[src/rtl/gray_conv_arbiter.sv]
// Round-robin arbiter that accepts one binary word at a time from NREQ requesters,
// converts it to Gray code and holds it on a valid/ready output port.
module gray_conv_arbiter #(
   parameter int WIDTH = 4,
   parameter int NREQ  = 4,
   parameter int IDW   = 2
) (
   input  logic                  clk,
   input  logic                  rst_n,
   input  logic [NREQ-1:0]       req_valid,
   input  logic [NREQ*WIDTH-1:0] req_data,
   output logic [NREQ-1:0]       req_ready,
   output logic                  out_valid,
   output logic [WIDTH-1:0]      out_data,
   output logic [IDW-1:0]        out_id,
   input  logic                  out_ready,
   output logic                  busy,
   output logic [7:0]            conv_cnt
);

   localparam logic [1:0] IDLE    = 2'd0;
   localparam logic [1:0] CONVERT = 2'd1;
   localparam logic [1:0] HOLD    = 2'd2;

   logic [1:0]       state_q,     state_d;
   logic [IDW-1:0]   rrPtr_q,     rrPtr_d;
   logic [IDW-1:0]   latchIdx_q,  latchIdx_d;
   logic [WIDTH-1:0] latchData_q, latchData_d;
   logic             outValid_q,  outValid_d;
   logic [WIDTH-1:0] outData_q,   outData_d;
   logic [IDW-1:0]   outId_q,     outId_d;
   logic [7:0]       convCnt_q,   convCnt_d;

   logic             grantFound;
   logic [IDW-1:0]   grantIdx;
   logic [IDW-1:0]   scanIdx;
   logic [WIDTH-1:0] grantData;

   // Scan upward from the round-robin pointer; IDW-bit addition wraps modulo NREQ.
   always_comb begin
      grantFound = 1'b0;
      grantIdx   = rrPtr_q;
      scanIdx    = '0;
      for (int k = 0; k < NREQ; k++) begin
         scanIdx = rrPtr_q + IDW'(k);
         if (!grantFound && req_valid[scanIdx]) begin
            grantFound = 1'b1;
            grantIdx   = scanIdx;
         end
      end
   end

   assign grantData = req_data[int'(grantIdx)*WIDTH +: WIDTH];

   always_comb begin
      req_ready = '0;
      if (rst_n && (state_q == IDLE) && grantFound) begin
         req_ready[grantIdx] = 1'b1;
      end
   end

   always_comb begin
      state_d     = state_q;
      rrPtr_d     = rrPtr_q;
      latchIdx_d  = latchIdx_q;
      latchData_d = latchData_q;
      outValid_d  = outValid_q;
      outData_d   = outData_q;
      outId_d     = outId_q;
      convCnt_d   = convCnt_q;
      case (state_q)
         IDLE: begin
            if (grantFound) begin
               latchIdx_d  = grantIdx;
               latchData_d = grantData;
               state_d     = CONVERT;
            end
         end
         CONVERT: begin
            outData_d  = latchData_q ^ (latchData_q >> 1);
            outId_d    = latchIdx_q;
            outValid_d = 1'b1;
            state_d    = HOLD;
         end
         HOLD: begin
            // Pointer moves past the owner only once the consumer has taken the word.
            if (out_ready) begin
               outValid_d = 1'b0;
               rrPtr_d    = latchIdx_q + IDW'(1);
               convCnt_d  = convCnt_q + 8'd1;
               state_d    = IDLE;
            end
         end
         default: state_d = IDLE;
      endcase
   end

   always_ff @(posedge clk or negedge rst_n) begin
      if (!rst_n) begin
         state_q     <= IDLE;
         rrPtr_q     <= '0;
         latchIdx_q  <= '0;
         latchData_q <= '0;
         outValid_q  <= 1'b0;
         outData_q   <= '0;
         outId_q     <= '0;
         convCnt_q   <= '0;
      end else begin
         state_q     <= state_d;
         rrPtr_q     <= rrPtr_d;
         latchIdx_q  <= latchIdx_d;
         latchData_q <= latchData_d;
         outValid_q  <= outValid_d;
         outData_q   <= outData_d;
         outId_q     <= outId_d;
         convCnt_q   <= convCnt_d;
      end
   end

   assign out_valid = outValid_q;
   assign out_data  = outData_q;
   assign out_id    = outId_q;
   assign conv_cnt  = convCnt_q;
   assign busy      = (state_q != IDLE);

endmodule
[config.mk]
export PLATFORM = sky130hd
export DESIGN_NAME = gray_conv_arbiter
export DESIGN_NICKNAME = d
export VERILOG_FILES = /design/src/rtl/gray_conv_arbiter.sv
export SDC_FILE = /design/constraint.sdc
export NUM_CORES = 1
export LEC_CHECK = 0
export BUFFER_PORTS_ARGS = -buffer_cell sky130_fd_sc_hd__buf_2
export CELL_PAD_IN_SITES_DETAIL_PLACEMENT = 0
export CELL_PAD_IN_SITES_GLOBAL_PLACEMENT = 1
export CORE_MARGIN = 4
export CORE_UTILIZATION = 40
export DETAILED_ROUTE_END_ITERATION = 8
export PLACE_DENSITY = 0.81
export SYNTH_ARGS = -nofsm -noshare
export SYNTH_HDL_FRONTEND = slang
export SYNTH_SLANG_ARGS = --single-unit
[constraint.sdc]
create_clock -name clk -period 5.6 [get_ports clk]
set_input_delay 0.56 -clock clk [delete_from_list [all_inputs] [get_ports clk]]
set_output_delay 0.56 -clock clk [all_outputs]
set_load 0.005 [all_outputs]
# Yosys cells after proc, flatten, opt, wreduce, memory -nomap -nowiden
# Cells that the tools add are included.
# Widths: inputs -> output; s select.
[op_classes] n_addsub=5 n_lt_le_gt_ge=6 n_bitwise=1 shifts=1 n_eq_ne=4 mux=23 n_reduce_logical=16
[ops] cell="$shiftx 16x5->4" n=1
[ops] cell="$lt 2x3->1 const B" n=5
[ops] cell="$mux 1" n=10
[ops] cell="$mux 2" n=5
[ops] cell="$add 8x1->8 const B" n=1
[ops] cell="$bmux 1 s2" n=4
[ops] cell="$reduce_and 2->1" n=4
[ops] cell="$logic_and 1x1->1" n=6
[ops] cell="$pmux 2 s3" n=1
[ops] cell="$add 2x1->2 const B" n=2
[ops] cell="$add 2x2->2 const B" n=2
[ops] cell="$mux 4" n=1
[ops] cell="$ne 2x2->1 const B" n=2
[ops] cell="$reduce_bool 2->1" n=2
[ops] cell="$xor 4x3->4" n=1
[ops] cell="$logic_not 1->1" n=3
[ops] cell="$demux 1 s2" n=1
[ops] cell="$eq 2x1->1 const B" n=1
[ops] cell="$eq 2x2->1 const B" n=1
[ops] cell="$ge 2x1->1 const B" n=1
[ops] cell="$logic_not 2->1" n=1
[ops] cell="$pmux 1 s2" n=1
[totals] reg_bits=25 output_inout_bits=20 inputBits=23 word_cells=64

# Longest topological paths before layout
# Gate-level depths: netlist of the first run.
[depth] ltp_word=17 mapped_depth=6

# Worst setup path after synthesis of the first run
# No wires, ideal clock.
[synth_path] path_type="input to output" startpoint="in req_valid[1]" endpoint="out req_ready[1]" slack_ps=3672 n_path_buf=0 path_stages=4 t_arrival_ps=1368 path_cell_list="nor2_2 > a2111oi_4 > nor2_2 > nor3_1"
[synth_between] elab_chain_cells=17
[synth_lines] element="start, declared" line_no="10" rtl="input logic [NREQ-1:0] req_valid,"
[synth_lines] element="$bmux 1 s2" line_no="46" rtl="if (!grantFound && req_valid[scanIdx]) begin"
[synth_lines] element="$mux 1 (not written as such)" line_no="46"
[synth_lines] element="$mux 1" line_no="46"
[synth_lines] element="$logic_not 1->1" line_no="46"
[synth_lines] element="$logic_and 1x1->1" line_no="46"
[synth_lines] element="$mux 1" line_no="46"
[synth_lines] element="$logic_not 1->1" line_no="46"
[synth_lines] element="$logic_and 1x1->1" line_no="46"
[synth_lines] element="$mux 1" line_no="46"
[synth_lines] element="$logic_not 1->1" line_no="46"
[synth_lines] element="$logic_and 1x1->1" line_no="46"
[synth_lines] element="$mux 2" line_no="46"
[synth_lines] element="$lt 2x3->1 (not written as such) or $ge 2x1->1 (tied branches)" line_no="58" rtl="req_ready[grantIdx] = 1'b1;"
[synth_lines] element="$logic_and 1x1->1 (not written as such)" line_no="58"
[synth_lines] element="$mux 1 (not written as such)" line_no="58"
[synth_lines] element="$demux 1 s2" line_no="58"
[synth_lines] element="$mux 4 (*)" line_no="57" rtl="if (rst_n && (state_q == IDLE) && grantFound) begin"
[synth_lines] element="end, declared" line_no="12" rtl="output logic [NREQ-1:0] req_ready,"
# Every way passes the cells marked *; elsewhere a longest branch is shown, timed or not. The select of a mux whose other input is x is not followed.

# Worst setup path in the final report of the first run
[layout_path] startpoint="reg rrPtr_q[1]" endpoint="out req_ready[1]"
[layout_between] elab_chain_cells=17
[layout_lines] element="start, declared" line_no="26" rtl="logic [IDW-1:0] rrPtr_q, rrPtr_d;"
[layout_lines] element="start signal, assigned" line_no="110" rtl="rrPtr_q <= rrPtr_d;"
[layout_lines] element="parallel branches: the longest is 16 deep, another holds $lt 2x3->1"
[layout_lines] element="$mux 4 (*)" line_no="57"
# Every way passes the cells marked *. The select of a mux whose other input is x is not followed.

==> results by group, run 1 <==
Status
  • Outcome: finished clean

Synth
  • Net count after synthesis: 149
  • Area share of fa/ha/maj cells after synthesis: 0.979%
  • Yosys reg bits: 25
  • Count of unique library cells instantiated by Yosys: 28
  • Area of the mapped netlist: 1280 sq um
  • Sequential share of the synthesized area: 49.0%
  • Area fraction in compound gates after synthesis: 17.5%
  • Combinational family with the most area after synthesis: compound AO/OA/AOI/OAI gates
  • Portion of netlist area occupied by mux cells: 6.17%
  • Synth Area in Simple Gates: 17.0%
  • Post-synthesis share of cell area spent on xor and xnor gates: 7.54%
  • Avg Inst Size Synth: 10.2 sq um
  • Total number of yosys warnings: 0
  • Number of standard cells after synthesis: 125

STA
  • Part of the cycle the worst path needs: 44.5%
  • Total negative slack for setup checks: 0 ps
  • Hold violation count in the final report: 0
  • Relative slew slack: 61.7%
  • Worst hold margin: 224 ps
  • Worst setup skew after layout: 10.6 ps
  • Post-route setup slack: 3110 ps
  • Max-slew violation count: 0
  • Fmax: 401 MHz
  • Transition time at the pin with the least slew margin: 575 ps
  • Minimum clock period: 2490 ps
  • Final-report setup violation count: 0
  • RSZ-0062 raised after global routing: no

Detailed routing
  • Initial DRC Count: 27
  • Via-to-Cell Ratio: 4.99
  • Met3 wire length: 194 um
  • Final Routed Wirelength: 2.66 mm
  • Highest Signal Layer: met3
  • Routed length per placed instance: 12.5 um
  • Amount of wire on met2 after detailed routing: 1.27 mm
  • DRC violation count after routing: 0
  • Antenna-violating nets left: 0
  • Vias post-DR: 1062
  • Length of the first detailed-routing pass in iterations: 4
  • Met1 Wirelength: 1.20 mm

Pwr
  • PnR Total Power: 0.707 mW
  • Total power density per cell area: 453 nW/um^2
  • Static power due to leakage: 0.784 nW
  • VDD IR max: 0.000151 V

Clocking
  • TritonCTS clock tree: done
  • Clk pin slew, worst setup/hold paths: 130 ps
  • Number of levels in the clock H-tree: 1
  • Clock tree buffer depth: 2
  • Clock root buffer: sky130_fd_sc_hd__clkbuf_4
  • Clock tree sinks: 25
  • Clock buffers created by TritonCTS: 3
  • Post-cts repair resize count: 0
  • Hold-fix buffer count after cts: 0
  • Clock insertion delay at the later pin of the skew report: 310 ps
  • Number of buffers added for setup after CTS: 0

Floorplanning
  • Horizontal die dimension: 64.5 um
  • Initial core utilization: 41.8%
  • DIE HEIGHT: 64.5 um
  • CORE AREA: 3050 sq um
  • Placement row count: 20
  • Die outline area: 4160 sq um
  • Total I/O pin count: 43

Run
  • MaxCap Viol Count: 0

Layout
  • Final-layout fill cell count: 278
  • Area grow syn2layout: 22.2%
  • Multi-input gate area: 629 sq um
  • Storage cell area: 626 sq um
  • ANT cells: 0
  • Nets: 194
  • Fraction of layout cells with a size suffix above 1: 32.5%

Global route
  • Wire length of the first global-routing pass: 4.52 mm
  • GRT Residual Overflow: 0
  • Pin count of the biggest net entering global routing: 28
  • Number of global-route vias before repair: 1044
  • Antenna violations before repair: 0
  • Gr usage total: 13.7%

Critical path
  • Critical path data arrival time: 1930 ps
  • Library cell contributing the largest single delay on the critical path: sky130_fd_sc_hd__dfrtp_1
  • Critical Path, Cell by Cell: nor3b_2, a2111oi_4, nor2_2, nor3_1, buf_2
  • Largest fanout on the critical path: 7
  • CP peak stage delay: 480 ps
  • Data required time of the critical path: 5040 ps
  • Worst Setup Path Type: reg2out
  • Critical path's top delay family: simple AND/OR/NAND/NOR gates
  • Critical path buffers and inverters: 1
  • Startpoint type of the worst setup path: flop
  • Critical path capture point type: output port

Place
  • GPL Wtd Cong: 0.776
  • Post-DP HPWL: 2.10 mm
  • Port Buf Inserts: 42
  • Setup WS pre-CTS: 3290 ps

Worst hold path
  • Type of the most critical hold path: in2async
## Yosys cell counts
master | instances | area share [%]
sky130_fd_sc_hd__a2111o_1 | 1 | 0.88
sky130_fd_sc_hd__a221o_1 | 4 | 3.1
sky130_fd_sc_hd__nor3_1 | 2 | 0.78
sky130_fd_sc_hd__mux2_2 | 3 | 2.6
sky130_fd_sc_hd__nor3b_2 | 1 | 0.98
sky130_fd_sc_hd__a211o_1 | 1 | 0.69
sky130_fd_sc_hd__ha_1 | 1 | 0.98
sky130_fd_sc_hd__nor2b_1 | 2 | 0.98
sky130_fd_sc_hd__xor2_1 | 3 | 2.1
sky130_fd_sc_hd__or2_1 | 1 | 0.49
sky130_fd_sc_hd__xnor2_1 | 8 | 5.5
sky130_fd_sc_hd__a31o_2 | 1 | 0.69
sky130_fd_sc_hd__a21oi_1 | 6 | 2.4
sky130_fd_sc_hd__o21ai_0 | 13 | 5.1
sky130_fd_sc_hd__nor2_1 | 8 | 2.4
sky130_fd_sc_hd__dfrtp_1 | 25 | 49
sky130_fd_sc_hd__nand2_1 | 12 | 3.5
sky130_fd_sc_hd__and3_1 | 1 | 0.49
sky130_fd_sc_hd__nor2_2 | 2 | 0.98
sky130_fd_sc_hd__nand3_1 | 10 | 3.9
sky130_fd_sc_hd__mux2_1 | 4 | 3.5
sky130_fd_sc_hd__a2111oi_4 | 1 | 2.2
sky130_fd_sc_hd__clkbuf_1 | 2 | 0.59
sky130_fd_sc_hd__nand3b_1 | 1 | 0.59
sky130_fd_sc_hd__a21o_2 | 2 | 1.4
sky130_fd_sc_hd__nand2b_1 | 4 | 2.0
sky130_fd_sc_hd__inv_1 | 4 | 1.2
sky130_fd_sc_hd__a21o_1 | 2 | 1.2
## stage by stage
| step | instance area (sq um) | std cells | utilization (%) |
|---|---|---|---|
| after floorplan | 1280 | 125 | - |
| after global placement | 1540 | 209 | 50.3 |
| after detailed placement | 1540 | 209 | 50.3 |
| after CTS | 1560 | 213 | 51.1 |
| after global routing | 1560 | 213 | 51.1 |
| final | 1560 | 213 | 51.1 |
## power breakdown
| group | total [mW] | leakage (nW) | internal (mW) | switching [mW] |
|---|---|---|---|---|
| logic | 0.308 | 0.452 | 0.156 | 0.152 |
| registers | 0.323 | 0.316 | 0.255 | 0.0678 |
| clock network | 0.0766 | 0.0150 | 0.0278 | 0.0489 |
| total | 0.707 | 0.784 | 0.439 | 0.268 |
## worst paths after layout
kind | startpoint | to | slack [ps] | cells after the start
setup / recovery | rrPtr_q[1]$_DFFE_PN0P_ | req_ready[1] | 3110 | 5
hold / removal | rst_n | conv_cnt[0]$_DFFE_PN0P_ | 220 | 1
setup reg to reg | rrPtr_q[1]$_DFFE_PN0P_ | latchData_q[1]$_DFFE_PN0P_ | 3530 | 5
hold reg to reg | conv_cnt[7]$_DFFE_PN0P_ | conv_cnt[7]$_DFFE_PN0P_ | 470 | 1
max in group asynchronous | rst_n | out_data[1]$_DFFE_PN0P_ | 4990 | 1
min in group clk | out_ready | state_q[1]$_DFFE_PN0P_ | 460 | 2
## area by class of cell
| cell class | instances | share of cell area (%) |
|---|---|---|
| multi-input cells | 94 | 40.3 |
| well taps | 44 | 3.53 |
| inverters | 4 | 0.962 |
| clock buffers | 4 | 1.68 |
| flip-flops and latches | 25 | 40.1 |
| repair buffers | 42 | 13.5 |
## worst register-to-register path: cells and delay by family (launching register included)
family | cells | cell delay [ps]
muxes | 1 | 350
AOI/OAI and AO/OA | 2 | 760
DFF | 1 | 480
and+or+nand+nor | 2 | 380
## cell families (layout without fill, tap and decap cells)
kind of cell    Yosys count  after routing
fa+ha+maj                 1              1
flops                    25             25
simple gates             44             44
compound gates           31             31
xor+xnor                 11             11
buf+inv                   6             50
mux                       7              7
## routing by layer
layer  GRT usage [%]  vias up
met5               0        -
li1                -      532
met3            3.12        0
met2            23.1       41
met1            16.7      489
met4            6.33        0
## registers in the layout, summed over array words and instances, names as in the netlist
| name | flops |
|---|---|
| out_data | 4 |
| state_q | 2 |
| out_valid | 1 |
| latchData_q | 4 |
| out_id | 2 |
| rrPtr_q | 2 |
| latchIdx_q | 2 |
| conv_cnt | 8 |
## cell usage in the layout, fill, tap and decap left out
cell                        Yosys  layout
sky130_fd_sc_hd__nor2_1         8       8
sky130_fd_sc_hd__a2111o_1       1       1
sky130_fd_sc_hd__a21oi_1        6       6
sky130_fd_sc_hd__nor2_2         2       2
sky130_fd_sc_hd__xor2_1         3       3
sky130_fd_sc_hd__o21ai_0       13      13
sky130_fd_sc_hd__a2111oi_4      1       1
sky130_fd_sc_hd__nor3b_2        1       1
sky130_fd_sc_hd__a21o_2         2       2
sky130_fd_sc_hd__nand3_1       10      10
sky130_fd_sc_hd__a21o_1         2       2
sky130_fd_sc_hd__nand2b_1       4       4
sky130_fd_sc_hd__clkbuf_1       2       1
sky130_fd_sc_hd__a211o_1        1       1
sky130_fd_sc_hd__or2_1          1       1
sky130_fd_sc_hd__and3_1         1       1
sky130_fd_sc_hd__mux2_2         3       3
sky130_fd_sc_hd__nand2_1       12      12
sky130_fd_sc_hd__dfrtp_1       25      25
sky130_fd_sc_hd__inv_1          4       4
sky130_fd_sc_hd__ha_1           1       1
sky130_fd_sc_hd__a221o_1        4       4
sky130_fd_sc_hd__clkbuf_4       0       3
sky130_fd_sc_hd__nand3b_1       1       1
sky130_fd_sc_hd__nor3_1         2       2
sky130_fd_sc_hd__nor2b_1        2       2
sky130_fd_sc_hd__a31o_2         1       1
sky130_fd_sc_hd__buf_2          0      42
sky130_fd_sc_hd__mux2_1         4       4
sky130_fd_sc_hd__xnor2_1        8       8
No activity file was read; power rests on OpenSTA's default activity.
==> run 2: changes to the inputs <==
Settings changed: ABC_AREA set to 1, CORE_UTILIZATION 40 to 34, PLACE_DENSITY 0.81 to 0.73.
Clock period 5.6 ns to 2 ns, I/O delays scaled along.
==> run 2 against run 1 <==
- the run now ends with negative hold slack, negative setup slack left
- sequential share of layout area shrank 14 points
- via count grew 61%
- global-route usage grew 1.8 points
- power grew to 6.4 times the previous value
- non-clock buffer count grew 28
- register-to-register slack lost 3500 ps
- sequential power grew to 2.9 times the previous value
- clock-buffer cell count is the same
- hold slack lost 240 ps
- largest power group is now combinational logic
==> results by group, run 2 <==
Synth
  • Avg Inst Size Synth: 7.28 sq um
  • Total number of yosys warnings: 0
  • Post-synth top area share: 37.5%
  • Share of synthesized flip-flops with an asynchronous set or reset: 100%
  • Yosys reg bits: 25
  • Biggest area consumer among synthesized cells: sky130_fd_sc_hd__dfrtp_1
  • Count of unique library cells instantiated by Yosys: 26
  • Area of the mapped netlist: 1670 sq um
  • Net count after synthesis: 253
  • Most area-consuming cells after synthesis: sky130_fd_sc_hd__dfrtp_1 (38%), sky130_fd_sc_hd__nand2_1 (21%), sky130_fd_sc_hd__nand3_1 (9.3%)
  • Synth Flop Type: sky130_fd_sc_hd__dfrtp_1
  • Sequential share of the synthesized area: 37.5%
  • Most frequent cell after synthesis: sky130_fd_sc_hd__nand2_1
  • Cell types with the highest counts after synthesis: sky130_fd_sc_hd__nand2_1 (93), sky130_fd_sc_hd__nand3_1 (31), sky130_fd_sc_hd__dfrtp_1 (25)
  • Number of standard cells after synthesis: 229
  • EDFF count, synth: 0

Status
  • Outcome: complete, but fails checks
  • Failing checks: negative hold slack, negative setup slack

Global route
  • Routing usage on met1: 18.9%
  • Met2 Track Usage GR: 29.7%
  • Pin count of the biggest net entering global routing: 26
  • GRT Residual Overflow: 0
  • Gr usage total: 15.5%
  • Highest-utilization routing layer at the global route stage: met2
  • GR Util met3: 2.41%
  • Antenna violations before repair: 0
  • Number of global-route vias before repair: 1698
  • Wire length of the first global-routing pass: 7.73 mm

Layout
  • Area grow syn2layout: 43.7%
  • Storage cell area: 628 sq um
  • Most common library cell in the layout ignoring fill and taps: sky130_fd_sc_hd__nand2_1
  • Multi-input gate area: 1100 sq um
  • Largest register FFs: 8
  • Fraction of layout cells with a size suffix above 1: 42.7%
  • Layout Cells excl Fill: 367
  • Final-layout fill cell count: 459
  • Nets: 325
  • Commonest cells after routing, fill and taps aside: sky130_fd_sc_hd__nand2_1 (77), sky130_fd_sc_hd__buf_2 (42), sky130_fd_sc_hd__nand3_1 (27), sky130_fd_sc_hd__buf_4 (25), sky130_fd_sc_hd__dfrtp_1 (23)
  • ANT cells: 0

Critical path
  • Startpoint type of the worst setup path: flop
  • Critical path buffers and inverters: 3
  • Critical Path, Cell by Cell: buf_6, nand2_4, nand2_4, nand2_4, nand2_8, nand2_4, nand2_2, nand2_2, nand2_4, nand2_4, inv_2, nor3_2, buf_2
  • Critical path capture point type: output port
  • Data required time of the critical path: 1800 ps
  • Largest fanout on the critical path: 6
  • Critical path data arrival time: 1950 ps
  • Worst Setup Path Type: reg2out
  • Library cell contributing the largest single delay on the critical path: sky130_fd_sc_hd__dfrtp_2
  • Most Frequent Cell on Critical Path: sky130_fd_sc_hd__nand2_4
  • CP peak stage delay: 480 ps
  • Critical path's top delay family: simple AND/OR/NAND/NOR gates

Pwr
  • Power share of the combinational group: 73.2%
  • Static power due to leakage: 1.30 nW
  • Net Switching: 2.21 mW
  • VDD IR max: 0.000864 V
  • Internal power consumption: 2.33 mW
  • PnR Total Power: 4.54 mW
  • Total power density per cell area: 1890 nW/um^2
  • Switching portion of total power: 48.7%
  • Reg power frac: 20.4%
  • Clock group share of total power: 6.3%

STA
  • Worst setup skew after layout: 6.69 ps
  • Fmax: 466 MHz
  • Max-slew violation count: 0
  • Total negative slack for setup checks: -500 ps
  • Post-route setup slack: -146 ps
  • Final-report setup violation count: 4
  • Relative slew slack: 77.8%
  • RSZ-0062 raised after global routing: yes
  • Hold violation count in the final report: 15
  • Worst hold margin: -13.5 ps
  • Transition time at the pin with the least slew margin: 331 ps
  • Minimum clock period: 2150 ps
  • Part of the cycle the worst path needs: 107%

Clocking
  • Clock insertion delay at the later pin of the skew report: 260 ps
  • Clock root buffer: sky130_fd_sc_hd__clkbuf_8
  • Number of levels in the clock H-tree: 1
  • Clk pin slew, worst setup/hold paths: 80 ps
  • TritonCTS clock tree: done
  • Clock tree buffer depth: 2
  • Clock tree sinks: 25
  • Hold-fix buffer count after cts: 0
  • Clock buffers created by TritonCTS: 3

Detailed routing
  • DRC violation count after routing: 0
  • Routed length per placed instance: 12.1 um
  • Final Routed Wirelength: 4.45 mm
  • Initial DRC Count: 116
  • Antenna-violating nets left: 0
  • Vias post-DR: 1710
  • Via-to-Cell Ratio: 4.66
  • Length of the first detailed-routing pass in iterations: 5

Place
  • Number of cells after detailed placement: 342
  • Post-DP HPWL: 3.23 mm
  • Port Buf Inserts: 42
  • GPL Wtd Cong: 0.774

Floorplanning
  • Horizontal die dimension: 78.0 um
  • Placement row count: 25
  • Initial core utilization: 35.3%
  • DIE HEIGHT: 78.0 um
  • CORE AREA: 4720 sq um
  • Die outline area: 6090 sq um
  • Total I/O pin count: 43

Worst hold path
  • Type of the most critical hold path: in2async

Run
  • MaxCap Viol Count: 0
run 2: changes by cell type after synthesis, moves of 3 or more:
cell and delta:
sky130_fd_sc_hd__inv_2 +4, sky130_fd_sc_hd__mux2_1 -4, sky130_fd_sc_hd__nand3_1 +21, sky130_fd_sc_hd__nand2_2 +14, sky130_fd_sc_hd__nor2_1 -4, sky130_fd_sc_hd__nand2_1 +81, sky130_fd_sc_hd__o21ai_0 -5, sky130_fd_sc_hd__a21oi_1 -6
sky130_fd_sc_hd__mux2_2 -3, sky130_fd_sc_hd__nor3_1 +3, sky130_fd_sc_hd__a221o_1 -4, sky130_fd_sc_hd__inv_1 +10, sky130_fd_sc_hd__nand2b_1 -4
run 2: metrics by stage:
stage | area (sq um) | worst slack (ps) | utilization, %
2_1_floorplan | 1670 | 234 | -
3_3_place_gp | 1990 | 90.5 | 42.2
3_5_place_dp | 1990 | 81.4 | 42.2
4_1_cts | 2360 | -103 | 50.0
5_1_grt | 2400 | -257 | 50.8
6_report | 2400 | -146 | 50.8
run 2: final timing paths:
check	from	to	slack, ps	depth (start not counted)
setup / recovery	rrPtr_q[0]$_DFFE_PN0P_	req_ready[3]	-150	13
hold / removal	rst_n	conv_cnt[2]$_DFFE_PN0P_	-10	2
setup reg to reg	rrPtr_q[0]$_DFFE_PN0P_	latchData_q[3]$_DFFE_PN0P_	20	17
hold reg to reg	conv_cnt[7]$_DFFE_PN0P_	conv_cnt[7]$_DFFE_PN0P_	470	1
max in group asynchronous	rst_n	rrPtr_q[1]$_DFFE_PN0P_	1760	2
min in group clk	out_ready	state_q[1]$_DFFE_PN0P_	150	2
run 2: final cells by class:
cell class,instances,share of cell area (%)
repair inverters,1,0.313
repair buffers,70,18.7
multi-input cells,180,46.0
flip-flops and latches,25,26.2
inverters,20,3.34
well taps,67,3.50
clock buffers,4,1.88
run 2: logic make-up after synthesis:
family          after synthesis  synth area share, %
simple gates                157                 45.7
flops                        25                 37.5
buf+inv                      24                 6.30
compound gates               11                 3.98
xor+xnor                     11                 5.78
fa+ha+maj                     1                0.750
run 2: timing repair:
action	in CTS	in global routing
gates cloned	2	0
pin swaps	22	4
endpoints found under the setup margin	4	8
setup buffers	16	3
resized for setup	42	3
run 2: power by group through the flow:
stage	combinational, mW	sequential, mW	clock (mW)
floorplan	1.70	0.893	0
global placement	2.32	0.916	0
detailed placement	2.34	0.921	0
CTS	3.21	0.928	0.300
global route	3.70	0.962	0.320
finish	3.32	0.927	0.288
run 2: routing by layer:
metal / vias to the layer above / part of all wire, %
li1: 877 / -
met1: 788 / 46
met2: 43 / 51
met3: 2 / 3.4
met4: 0 / 0.49
met5: - / 0
==> run 3: changes to the inputs <==
Settings changed: CORE_ASPECT_RATIO set to 1.75.
==> run 3 against run 2 <==
- the flow finishes with violations (negative setup slack)
- hold slack improved by 160 ps
- maximum frequency is 0.45% lower
- sequential power is 0.8% higher
- power down 2.2%
- die area up 0.72%
- critical path depth shrank 2
- global-route usage up 0.35 points
- core utilization is 0.39 points higher
- critical path type unchanged
- largest cell class unchanged
- largest power group unchanged
==> results by group, run 3 (same netlist as run 2, synthesis figures left out) <==
Clocking
  • Clk pin slew, worst setup/hold paths: 80 ps
  • TritonCTS clock tree: done
  • Clock buffers created by TritonCTS: 3
  • Number of levels in the clock H-tree: 1
  • Clock tree sinks: 25
  • Clock tree buffer depth: 2
  • Clock insertion delay at the later pin of the skew report: 260 ps
  • Clock root buffer: sky130_fd_sc_hd__clkbuf_8

STA
  • Minimum clock period: 2160 ps
  • Fmax: 464 MHz
  • Final-report setup violation count: 4
  • Post-route setup slack: -156 ps
  • Hold violation count in the final report: 0
  • Total negative slack for setup checks: -575 ps
  • Part of the cycle the worst path needs: 108%
  • Relative slew slack: 78.7%
  • RSZ-0062 raised after global routing: yes
  • Transition time at the pin with the least slew margin: 320 ps
  • Max-slew violation count: 0
  • Worst setup skew after layout: 2.13 ps

Layout
  • Fraction of layout cells with a size suffix above 1: 42.6%
  • ANT cells: 0
  • Storage cell area: 628 sq um
  • Final Core Density: 51.1%
  • Multi-input gate area: 1140 sq um
  • Most common library cell in the layout ignoring fill and taps: sky130_fd_sc_hd__nand2_1
  • Final-layout fill cell count: 505
  • Commonest cells after routing, fill and taps aside: sky130_fd_sc_hd__nand2_1 (76), sky130_fd_sc_hd__buf_2 (42), sky130_fd_sc_hd__nand3_1 (25), sky130_fd_sc_hd__dfrtp_1 (23)
  • Layout Cells excl Fill: 348
  • Nets: 321
  • Area grow syn2layout: 44.3%
  • Largest register FFs: 8

Floorplanning
  • Placement row count: 33
  • Total I/O pin count: 43
  • Horizontal die dimension: 60.9 um
  • Die outline area: 6130 sq um
  • Initial core utilization: 35.4%
  • DIE HEIGHT: 101 um
  • CORE AREA: 4710 sq um

Critical path
  • Critical path data arrival time: 1960 ps
  • Critical path capture point type: output port
  • Data required time of the critical path: 1800 ps
  • Startpoint type of the worst setup path: flop
  • CP Launch Point: rrPtr_q[0]$_DFFE_PN0P_
  • Source of the worst register-to-register timing path: rrPtr_q[0]$_DFFE_PN0P_
  • Worst Setup Path Type: reg2out
  • Largest fanout on the critical path: 7

Global route
  • Gr usage total: 15.9%
  • GRT Residual Overflow: 0
  • Wire length of the first global-routing pass: 7.69 mm
  • Pin count of the biggest net entering global routing: 26
  • Antenna violations before repair: 0
  • Number of global-route vias before repair: 1775

Pwr
  • Total power density per cell area: 1840 nW/um^2
  • Static power due to leakage: 1.30 nW
  • VDD IR max: 0.000842 V

Detailed routing
  • Initial DRC Count: 29
  • Final Routed Wirelength: 4.50 mm
  • Routed length per placed instance: 12.9 um
  • DRC violation count after routing: 0
  • Vias post-DR: 1696
  • Length of the first detailed-routing pass in iterations: 4
  • Via-to-Cell Ratio: 4.87
  • Antenna-violating nets left: 0

Worst hold path
  • Type of the most critical hold path: in2reg
  • Critical hold path startpoint: out_ready

Status
  • Failing checks: negative setup slack
  • Outcome: complete, but fails checks

Place
  • Port Buf Inserts: 42
  • GPL Wtd Cong: 0.823
  • Number of cells after detailed placement: 329
  • Post-DP HPWL: 3.28 mm

Run
  • MaxCap Viol Count: 0
==> run 3: worst max-delay path: stages (launching register included) <==
cell	delay, ps
sky130_fd_sc_hd__dfrtp_2	490
sky130_fd_sc_hd__buf_8	180
sky130_fd_sc_hd__nand2_2	80
sky130_fd_sc_hd__nand3_2	100
sky130_fd_sc_hd__nand2_4	150
sky130_fd_sc_hd__nand3_2	100
sky130_fd_sc_hd__nand2_1	80
sky130_fd_sc_hd__nand2_1	60
sky130_fd_sc_hd__nand3_2	90
sky130_fd_sc_hd__nand2_4	80
sky130_fd_sc_hd__nor3_2	160
sky130_fd_sc_hd__buf_2	130
==> run 3: layout make-up <==
cell class                 count  area share (%)
clock buffer                   4            1.87
multi-input combinational    180            47.3
timing repair buffer          66            18.3
timing repair inverter         1           0.312
sequential                    25            26.1
inverter                      20            3.33
tap                           52            2.70
==> run 3: what timing repair did <==
| action | in CTS | in global routing |
|---|---|---|
| gates resized for setup | 36 | 18 |
| hold buffers | 1 | 0 |
| buffers inserted | 9 | 3 |
| pin swaps | 20 | 15 |
| setup endpoints to repair | 4 | 8 |
| cloned | 2 | 0 |
| hold endpoints to repair | 25 | 0 |
==> run 3: per-layer routing <==
metal,global-route usage (%),wire [um],part of all wire [%],vias to the layer above
met3,2.31,149,3.3,6
met2,30.7,2620,58,38
met5,0,0,0,-
li1,-,-,-,863
met1,17.0,1670,37,789
met4,4.17,61,1.4,0
==> run 3: where the power goes <==
group	switching (mW)	leakage [nW]	internal, mW
registers	0.203	0.302	0.731
clock network	0.152	0.0228	0.142
logic	1.85	0.973	1.36
total	2.21	1.30	2.23
==> run 3: worst paths after layout <==
kind | slack, ps | cells after the start | end
max | -160 | 11 | req_ready[3]
max in group asynchronous | 1190 | 3 | rrPtr_q[1]$_DFFE_PN0P_
min reg2reg | 470 | 1 | conv_cnt[7]$_DFFE_PN0P_
min in group asynchronous | 540 | 3 | conv_cnt[7]$_DFFE_PN0P_
min | 150 | 2 | state_q[1]$_DFFE_PN0P_
max reg2reg | 110 | 13 | latchData_q[3]$_DFFE_PN0P_
==> run 3: per-stage QoR <==
stage	hold WS (ps)	setup slack [ps]	cell area, sq um	power [mW]
2_1_floorplan	-95.6	234	1670	2.59
6_report	150	-156	2410	4.44
4_1_cts	152	-137	2310	4.28
5_1_grt	152	-267	2410	4.85
3_5_place_dp	284	69.6	2000	3.35
3_3_place_gp	284	59.8	2000	3.35
